### src/rtl/jk_updown_counter.sv
// Modulo-N up/down counter built from per-bit JK flip-flops, with parallel load (clamped to MODULO-1).
// Build option JK_COUNTER_SATURATE_EN: hold at the range ends instead of wrapping (wrap output tied low).

module jk_cell (
  input  logic clk,
  input  logic reset,
  input  logic j,
  input  logic k,
  output logic q
);
  always_ff @(posedge clk or negedge reset) begin
    if (!reset) begin
      q <= 1'b0;
    end else begin
      case ({j, k})
        2'b01:   q <= 1'b0;
        2'b10:   q <= 1'b1;
        2'b11:   q <= ~q;
        default: q <= q;
      endcase
    end
  end
endmodule

module jk_updown_counter #(
  parameter int MODULO = 10
) (
  input  logic       clk,
  input  logic       reset,
  input  logic       enable,
  input  logic       up,
  input  logic       load,
  input  logic [3:0] D,
  output logic [3:0] Q,
  output logic       tc,
  output logic       wrap
);
  localparam logic [3:0] QMAX = 4'(MODULO - 1);

  logic       at_end;
  logic       count;
  logic [3:0] ld_val;
  logic [3:0] nxt;
  logic [3:0] j;
  logic [3:0] k;

  assign at_end = up ? (Q == QMAX) : (Q == 4'd0);
  assign count  = enable & ~load;
  assign tc     = count & at_end;

  always_comb begin
    ld_val = D;
    if ({1'b0, D} >= 5'(MODULO)) ld_val = QMAX;
  end

  always_comb begin
    nxt = up ? (Q + 4'd1) : (Q - 4'd1);
    if (at_end) begin
`ifdef JK_COUNTER_SATURATE_EN
      nxt = Q;
`else
      nxt = up ? 4'd0 : QMAX;
`endif
    end
  end

  // Count steps toggle exactly the bits that differ; loads force each bit via J/K.
  always_comb begin
    j = 4'd0;
    k = 4'd0;
    if (load) begin
      j = ld_val;
      k = ~ld_val;
    end else if (enable) begin
      j = Q ^ nxt;
      k = Q ^ nxt;
    end
  end

  for (genvar i = 0; i < 4; i++) begin : g_bit
    jk_cell u_cell (
      .clk   (clk),
      .reset (reset),
      .j     (j[i]),
      .k     (k[i]),
      .q     (Q[i])
    );
  end

`ifdef JK_COUNTER_SATURATE_EN
  assign wrap = 1'b0;
`else
  logic wrap_q;

  // A counting edge taken at the terminal count is exactly a wrap.
  always_ff @(posedge clk or negedge reset) begin
    if (!reset) wrap_q <= 1'b0;
    else        wrap_q <= tc;
  end

  assign wrap = wrap_q;
`endif
endmodule
### config.mk
export PLATFORM = sky130hd
export DESIGN_NAME = jk_updown_counter
export DESIGN_NICKNAME = d
export VERILOG_FILES = /design/src/rtl/jk_updown_counter.sv
export SDC_FILE = /design/constraint.sdc
export NUM_CORES = 1
export LEC_CHECK = 0
export CORE_MARGIN = 5
export CORE_UTILIZATION = 35
export DETAILED_ROUTE_END_ITERATION = 10
export GPL_TIMING_DRIVEN = 0
export PLACE_DENSITY = 0.75
export SYNTH_ARGS = -nofsm -noshare
export SYNTH_HDL_FRONTEND = slang
export SYNTH_SLANG_ARGS = --single-unit
### constraint.sdc
create_clock -name clk -period 1.8 [get_ports clk]
set_input_delay 0.27 -clock clk [delete_from_list [all_inputs] [get_ports clk]]
set_output_delay 0.27 -clock clk [all_outputs]
set_load 0.02 [all_outputs]
---- Word-level counts from Yosys, hierarchy flattened ----
Cells that the tools add are included.
word-level totals
  flip-flop bits (word level) ............. 5
  bits in latches ......................... 0
  memory bits (writable) .................. 0
  ROM bits ................................ 0
  bits of input ports ..................... 9
  output and inout bits ................... 6
  memories kept ........................... 0
cells by class
  add/sub/neg operators ................... 2
  multiply operators ...................... 0
  div/mod/pow operators ................... 0
  $lt $le $gt $ge ......................... 1
  equal/unequal tests ..................... 13
  shift operators ......................... 0
  mux-type cells .......................... 12
  bitwise operators ....................... 9
  reduce and logical (&&, ||, !) cells .... 5
operator list
  kind                   number
  $mux W4                7
  $eq A2 B2 Y1 const B   8
  $pmux W1 S3            4
  $reduce_bool A3 Y1     4
  $eq A2 B1 Y1 const B   4
  $not A1 Y1             5
  $add A4 B1 Y4 const B  1
  $eq A4 B4 Y1 const B   1
  $ge A4 B4 Y1 const B   1
  $logic_not A4 Y1       1
  $not A4 Y4             1
  $sub A4 B1 Y4 const B  1
  $xor A4 B4 Y4          1
  $and A1 B1 Y1          2
  $mux W1                1

---- Depth between registers and ports, before layout ----
Gate-level depths: netlist (run 1).
  depth in word-level cells ............... 8
  mapped depth ............................ 6
  mapped depth without buffers ............ 6

---- Modules after synthesis ----
A second synthesis (run 1) with hierarchy kept.
unflattened totals
  cells, all modules ...................... 55
  area total of the unflattened synthesis .. 488.0 um^2
by module, submodules not included
  module             instances  cells an instance  area an instance (um^2)  seq. area each (um^2)
  jk_updown_counter  1          43                 352.8                    25.0
  jk_cell            4          3                  33.8                     25.0

---- Worst setup path before layout (run 1) ----
No wires, ideal clock.
  path kind ............................... register to register
  start ................................... register g_bit[1].u_cell.q
  end ..................................... register g_bit[3].u_cell.q
  setup time .............................. 0.133 ns
  arrival ................................. 1.372 ns
  data required time ...................... 1.667 ns
  path slack .............................. 0.295 ns
  stages on the path, launching flop included .. 5
  path buffers ............................ 0
  clock period less this slack ............ 1.505 ns
  cells stage by stage .................... dfrtp_1 ha_1 a21o_1 a2111oi_0 o41ai_1
between the ends
  cells in the longest elaborated chain, start to end .. 8
  elaborated cells on any way between the ends .. 16
  classes of those cells .................. 2 x add/sub; 4 x eq/ne; 7 x mux; 1 x bitwise; 2 x reduce/logical
RTL lines
  element                                            RTL line  source
  start, declared                                    9         output logic q
  start signal, assigned                             18        2'b11: q <= ~q;
  start signal, assigned                             19        default: q <= q;
  $sub A4 B1 Y4 (tied with other cells)              57        nxt = up ? (Q + 4'd1) : (Q - 4'd1);
  $mux W4 or $mux W1 (tied branches)                 57, 47
  $mux W4 *                                          58        if (at_end) begin
  $xor A4 B4 Y4 *                                    75, 76
  $mux W4 *                                          74        end else if (enable) begin
  $mux W4                                            71        if (load) begin
  $eq A2 B2 Y1 or $eq A2 B1 Y1 (tied branches)       15        case ({j, k})
  $pmux W1 S3 or $reduce_bool A3 Y1 (tied branches)  --
  end signal, assigned                               18
  end signal, assigned                               19
  end, declared                                      9
Every way passes the cells marked *; elsewhere a longest branch is shown, timed or not.
A chain may end at the register's enable or synchronous reset.

---- Final worst setup path (run 1) ----
  start ................................... register g_bit[3].u_cell.q
  end ..................................... output port Q[3]
RTL lines
  element        RTL line  source
  end, declared  34        output logic [3:0] Q,
No word-level cell between the ends.

==> results.ini, run 1 <==
[outcome]
outcome=finished clean

[floorplan]
die_y_um=46.0
top_level_ports=15
core_area_um2=1270
die_x_um=46.0
dieArea_um2=2120
start_util=0.358
num_rows=13

[grt]
grt_overflow=0
grt_start_max_net_pins=10
grtUsageTotal=0.125
grt_pass1_vias=425
grt_antenna_before_repair=0
grt_pass1_wl_um=1790

[clock_tree]
cts_sinks=5
ctsHtreeMaxLevel=1
clk_pin_slew_ps=50
postCtsHoldBufs=0
post_cts_buffers=0
insertion_delay_ps=250
cts_buffers=3
root_buffer=clkbuf_4
cts_tree=built
clockBufferDepth=2

[critical_path]
r2r_cells=5
cpPeakStageDelay_ps=590
cp.required_ps=1530
critPathBufInv=2
critical_path.top_delay_family=buffers and inverters
crit_arrival_ps=1500
endpoint_kind=primary output
cpMaxStageDelayCell=clkdlybuf4s50_1
path_class=reg -> out
setup.worst_path.start_class=flop
path_cells=buf_4 -> clkdlybuf4s50_1
cp.depth=2
cp_max_fo=8

[place]
io_buffer_count=12
gp_congestion=0.697
hpwl_um=837
dpl-instance-area_um2=593

[sta]
clock.fmax_mhz=564
finalClockSkew_ps=4.16
setup_viol=0
slew_headroom=0.751
rsz0062_at_grt=true
worstMarginPinSlew_ps=373
final_hold_viol_count=0
whs_ps=235
maxSlewViolCount=0
period_needed_ps=1770
min_period_over_period=0.986

[flow_run]
drv_cap=0

[final_layout]
fin_nets=80
fillCellCount=115
drive_gt1_frac=0.239
design_area_um2=634
regArea_um2=126
antenna_cells=0
area_growth_pct=39.7
multi_input_comb_area_um2=292

[synthesis]
synthesis.area_um2=454
synthDistinctLibCells=29
ys_warn_count=0
yosysSeqAreaShare=0.275
synth.avg_cell_area_um2=8.91
syn_nets=63
synth-seq-cells=5
synthCells=51

[routing]
avgRoutedWirePerCell_um=13.2
drt_first_iter_violations=2
num_vias=429
antenna_left=0
first_pass_iters=2
totalWireLength_um=1090
drc=0
viasPerCell=5.23

[pwr]
p_per_area_nw_per_um2=826
vdd_drop_max_mv=0.283
leakagePower_nw=0.271

[worst_hold_path]
hp-class=in -> async

==> cell usage in the layout, fill, tap and decap left out, types with 2 or more instances in the layout <==
master,n
a21oi_1,5
clkbuf_4,3
nand3b_1,2
nand2_1,2
buf_4,4
xnor2_1,2
o21ai_0,3
a2111oi_1,2
clkdlybuf4s50_1,10
o21bai_1,2
buf_2,2
dfrtp_1,4
a21o_1,2
==> state kept, by name (all words and copies together) (netlist names) <==
| name | flops |
|---|---|
| wrap | 1 |
| g_bit.u_cell.q | 4 |
==> cell families (layout without fill, tap and decap cells) <==
group | after synthesis | count (layout) | synth area share
compound gates | 20 | 20 | 0.306
flops | 5 | 5 | 0.275
simple gates | 11 | 11 | 0.135
fa+ha+maj | 3 | 3 | 0.0992
xor+xnor | 3 | 3 | 0.0579
buf+inv | 9 | 25 | 0.127
==> cell usage after synthesis <==
library cell  instances  area, um^2
a21oi_1               5        25.0
dfrtp_1               5         125
buf_4                 4        30.0
o21ai_0               3        15.0
a2111oi_0             2        17.5
a21o_1                2        15.0
ha_1                  2        25.0
inv_1                 2        7.51
nand2_1               2        7.51
nand3b_1              2        15.0
nor3_1                2        10.0
o21bai_1              2        15.0
xnor2_1               2        17.5
a211oi_1              1        7.51
a21oi_2               1        8.76
and3_2                1        7.51
buf_1                 1        3.75
buf_2                 1        5.00
buf_6                 1        11.3
fa_1                  1        20.0
nand2b_1              1        6.26
nand3_1               1        5.00
nor2_1                1        3.75
nor2b_1               1        6.26
o2111a_1              1        11.3
o21a_1                1        7.51
o31ai_1               1        7.51
o41ai_1               1        8.76
xor2_1                1        8.76
==> layout make-up <==
type | instances | share of cell area
multi-input cells | 37 | 0.460
flip-flops and latches | 5 | 0.199
repair buffers | 12 | 0.179
plain buffers | 7 | 0.0789
clock buffers | 4 | 0.0414
well taps | 15 | 0.0296
inverters | 2 | 0.0118
==> timing repair <==
action / CTS / global route
resized for setup: 10 / 1
endpoints found under the hold margin: 0 / 0
setup endpoints to repair: 2 / 3
==> worst paths after layout <==
| check | from | endpoint | slack [ps] |
|---|---|---|---|
| max in group asynchronous | reset | g_bit[1].u_cell.q | 1350 |
| max reg2reg | g_bit[1].u_cell.q | g_bit[3].u_cell.q | 160 |
| min | reset | g_bit[0].u_cell.q | 240 |
| min in group clk | enable | wrap | 370 |
| max | g_bit[3].u_cell.q | Q[3] | 30 |
| min reg2reg | g_bit[1].u_cell.q | wrap | 720 |
==> report_power, final <==
part / leakage, nW / internal [mW] / total, mW / switching [mW]
Sequential: 0.0614 / 0.128 / 0.160 / 0.0320
Combinational: 0.195 / 0.125 / 0.226 / 0.102
Clock: 0.0150 / 0.0843 / 0.137 / 0.0531
==> metrics by stage <==
step           std cells  setup TNS (ps)   util  worst slack (ps)  total power, mW
2_1_floorplan         51               0      -               295            0.300
3_3_place_gp          78            -927  0.467              -408            0.370
3_5_place_dp          78            -953  0.467              -408            0.374
4_1_cts               82               0  0.499              30.3            0.525
5_1_grt               82           -37.9  0.500             -27.5            0.554
6_report              82               0  0.500              25.8            0.524
==> metal layers <==
metal / vias up / track usage / part of all wire
li1: 215 / - / -
met4: 0 / 0.102 / 0.029
met1: 200 / 0.117 / 0.37
met2: 9 / 0.220 / 0.54
met3: 5 / 0.0356 / 0.057
met5: - / 0 / 0
No activity file was read; power rests on OpenSTA's default activity.
==> inputs of run 2 (changes only) <==
- SETUP_SLACK_MARGIN: default -> 0.3
==> results.ini, run 2 (synthesized netlist as in run 1, its figures left out) <==
[sta]
worstMarginPinSlew_ps=341
whs_ps=239
finalClockSkew_ps=4.90
setup_viol=0
clock.fmax_mhz=620
maxSlewViolCount=0
final_hold_viol_count=0
slew_headroom=0.773
period_needed_ps=1610
min_period_over_period=0.896
fin_setup_tns_ps=0
rsz0062_at_grt=true
worst_slack_ps=187

[routing]
drt_first_iter_violations=10
met2WireLength_um=474
wl_met1_um=501
antenna_left=0
avgRoutedWirePerCell_um=12.6
wl_met3_um=102
first_pass_iters=4
drc=0
num_vias=445
topRoutingLayerUsed=met4
viasPerCell=5.06
totalWireLength_um=1110

[pwr]
leakagePower_nw=0.306
power_mw=0.555
p_per_area_nw_per_um2=794
vdd_drop_max_mv=0.647

[critical_path]
cp_max_fo=4
cpMaxStageDelayCell=dfrtp_1
endpoint_kind=primary output
path_class=reg -> out
worst_path_most_repeated_cell=buf_6
crit_arrival_ps=1340
cp.required_ps=1530
cpPeakStageDelay_ps=380
setup.worst_path.start_class=flop
path_cells=buf_6 -> and3_4 -> o2111a_1 -> buf_6

[final_layout]
design_area_um2=698
fillCellCount=117
fin_nets=86
final_common_cell=buf_4
stdcell_count=88
area_growth_pct=53.7
fin_util=0.550
antenna_cells=0
drive_gt1_frac=0.397
largest_reg_flops=4
final_cell_mix=buf_4 (10), clkdlybuf4s50_1 (6), a21oi_1 (5), clkbuf_4 (3), dfrtp_2 (3)
top_register=g_bit.u_cell.q

[clock_tree]
cts_buffers=3
ctsHtreeMaxLevel=1
cts_sinks=5
cts_tree=built
clk_pin_slew_ps=40
clockBufferDepth=2
insertion_delay_ps=250
root_buffer=clkbuf_4

[floorplan]
die_x_um=46.0
num_rows=13
die_y_um=46.0
dieArea_um2=2120
start_util=0.358
top_level_ports=15
core_area_um2=1270

[flow_run]
drv_cap=0

[place]
dp_slack_ps=-424
hpwl_um=778
io_buffer_count=12
gp_congestion=0.710
dpl-instance-area_um2=612
dp.cells=78

[grt]
grt_pass1_vias=390
grt_start_max_net_pins=10
grtUsageTotal=0.124
grt_antenna_before_repair=0
grt_pass1_wl_um=1760
grt_overflow=0

[outcome]
outcome=finished clean

[worst_hold_path]
hp-class=in -> async

[run 2: changes by cell type in the layout (fill, tap and decap cells not counted), moves of 2 or more]
cell and delta:
clkdlybuf4s50_1 -4, dfrtp_1 -2, buf_4 +6, dfrtp_2 +2, clkbuf_2 +2
[run 2: power by group]
part	switching, mW	total, mW	internal [mW]
sequential	0.0246	0.155	0.130
combinational	0.123	0.268	0.145
clock	0.0475	0.131	0.0839
total	0.196	0.555	0.359
[run 2: cell type report]
type / count / area, um^2 / share of cell area
Tap cell: 15 / 18.8 / 0.0269
Multi-Input combinational cell: 37 / 313 / 0.448
Inverter: 2 / 7.51 / 0.0108
Timing Repair Buffer: 18 / 154 / 0.220
Clock buffer: 4 / 26.3 / 0.0376
Sequential cell: 5 / 129 / 0.185
Buffer: 7 / 50.0 / 0.0717
[run 2: path summary, 6_finish.rpt]
check | from | to | slack (ps) | cells after the start
worst max-delay path | g_bit[0].u_cell.q | tc | 190 | 4
worst min-delay path | reset | wrap | 240 | 1
worst max register to register | g_bit[1].u_cell.q | g_bit[3].u_cell.q | 250 | 4
worst min register to register | g_bit[2].u_cell.q | g_bit[2].u_cell.q | 660 | 2
max in group asynchronous | reset | g_bit[2].u_cell.q | 1350 | 1
min in group clk | enable | wrap | 400 | 2
[run 2: timing repair]
item / 4_1_cts / 5_1_grt
pin swaps: 0 / 1
resized for setup: 14 / 13
setup buffers: 3 / 3
endpoints found under the setup margin: 8 / 5
hold buffers: 0 / 0
[run 2: worst max-delay path: cells and delay by family, from the launching register on]
kind / cells / cell delay [ps]
AND/OR/NAND/NOR: 1 / 180
flip-flops: 1 / 380
buffers and inverters: 2 / 270
AO/OA/AOI/OAI: 1 / 260
[run 2: metal layers]
layer / vias up / GRT usage
met5: - / 0
met4: 0 / 0.0852
met3: 4 / 0.0751
met2: 19 / 0.154
met1: 196 / 0.153
li1: 226 / -
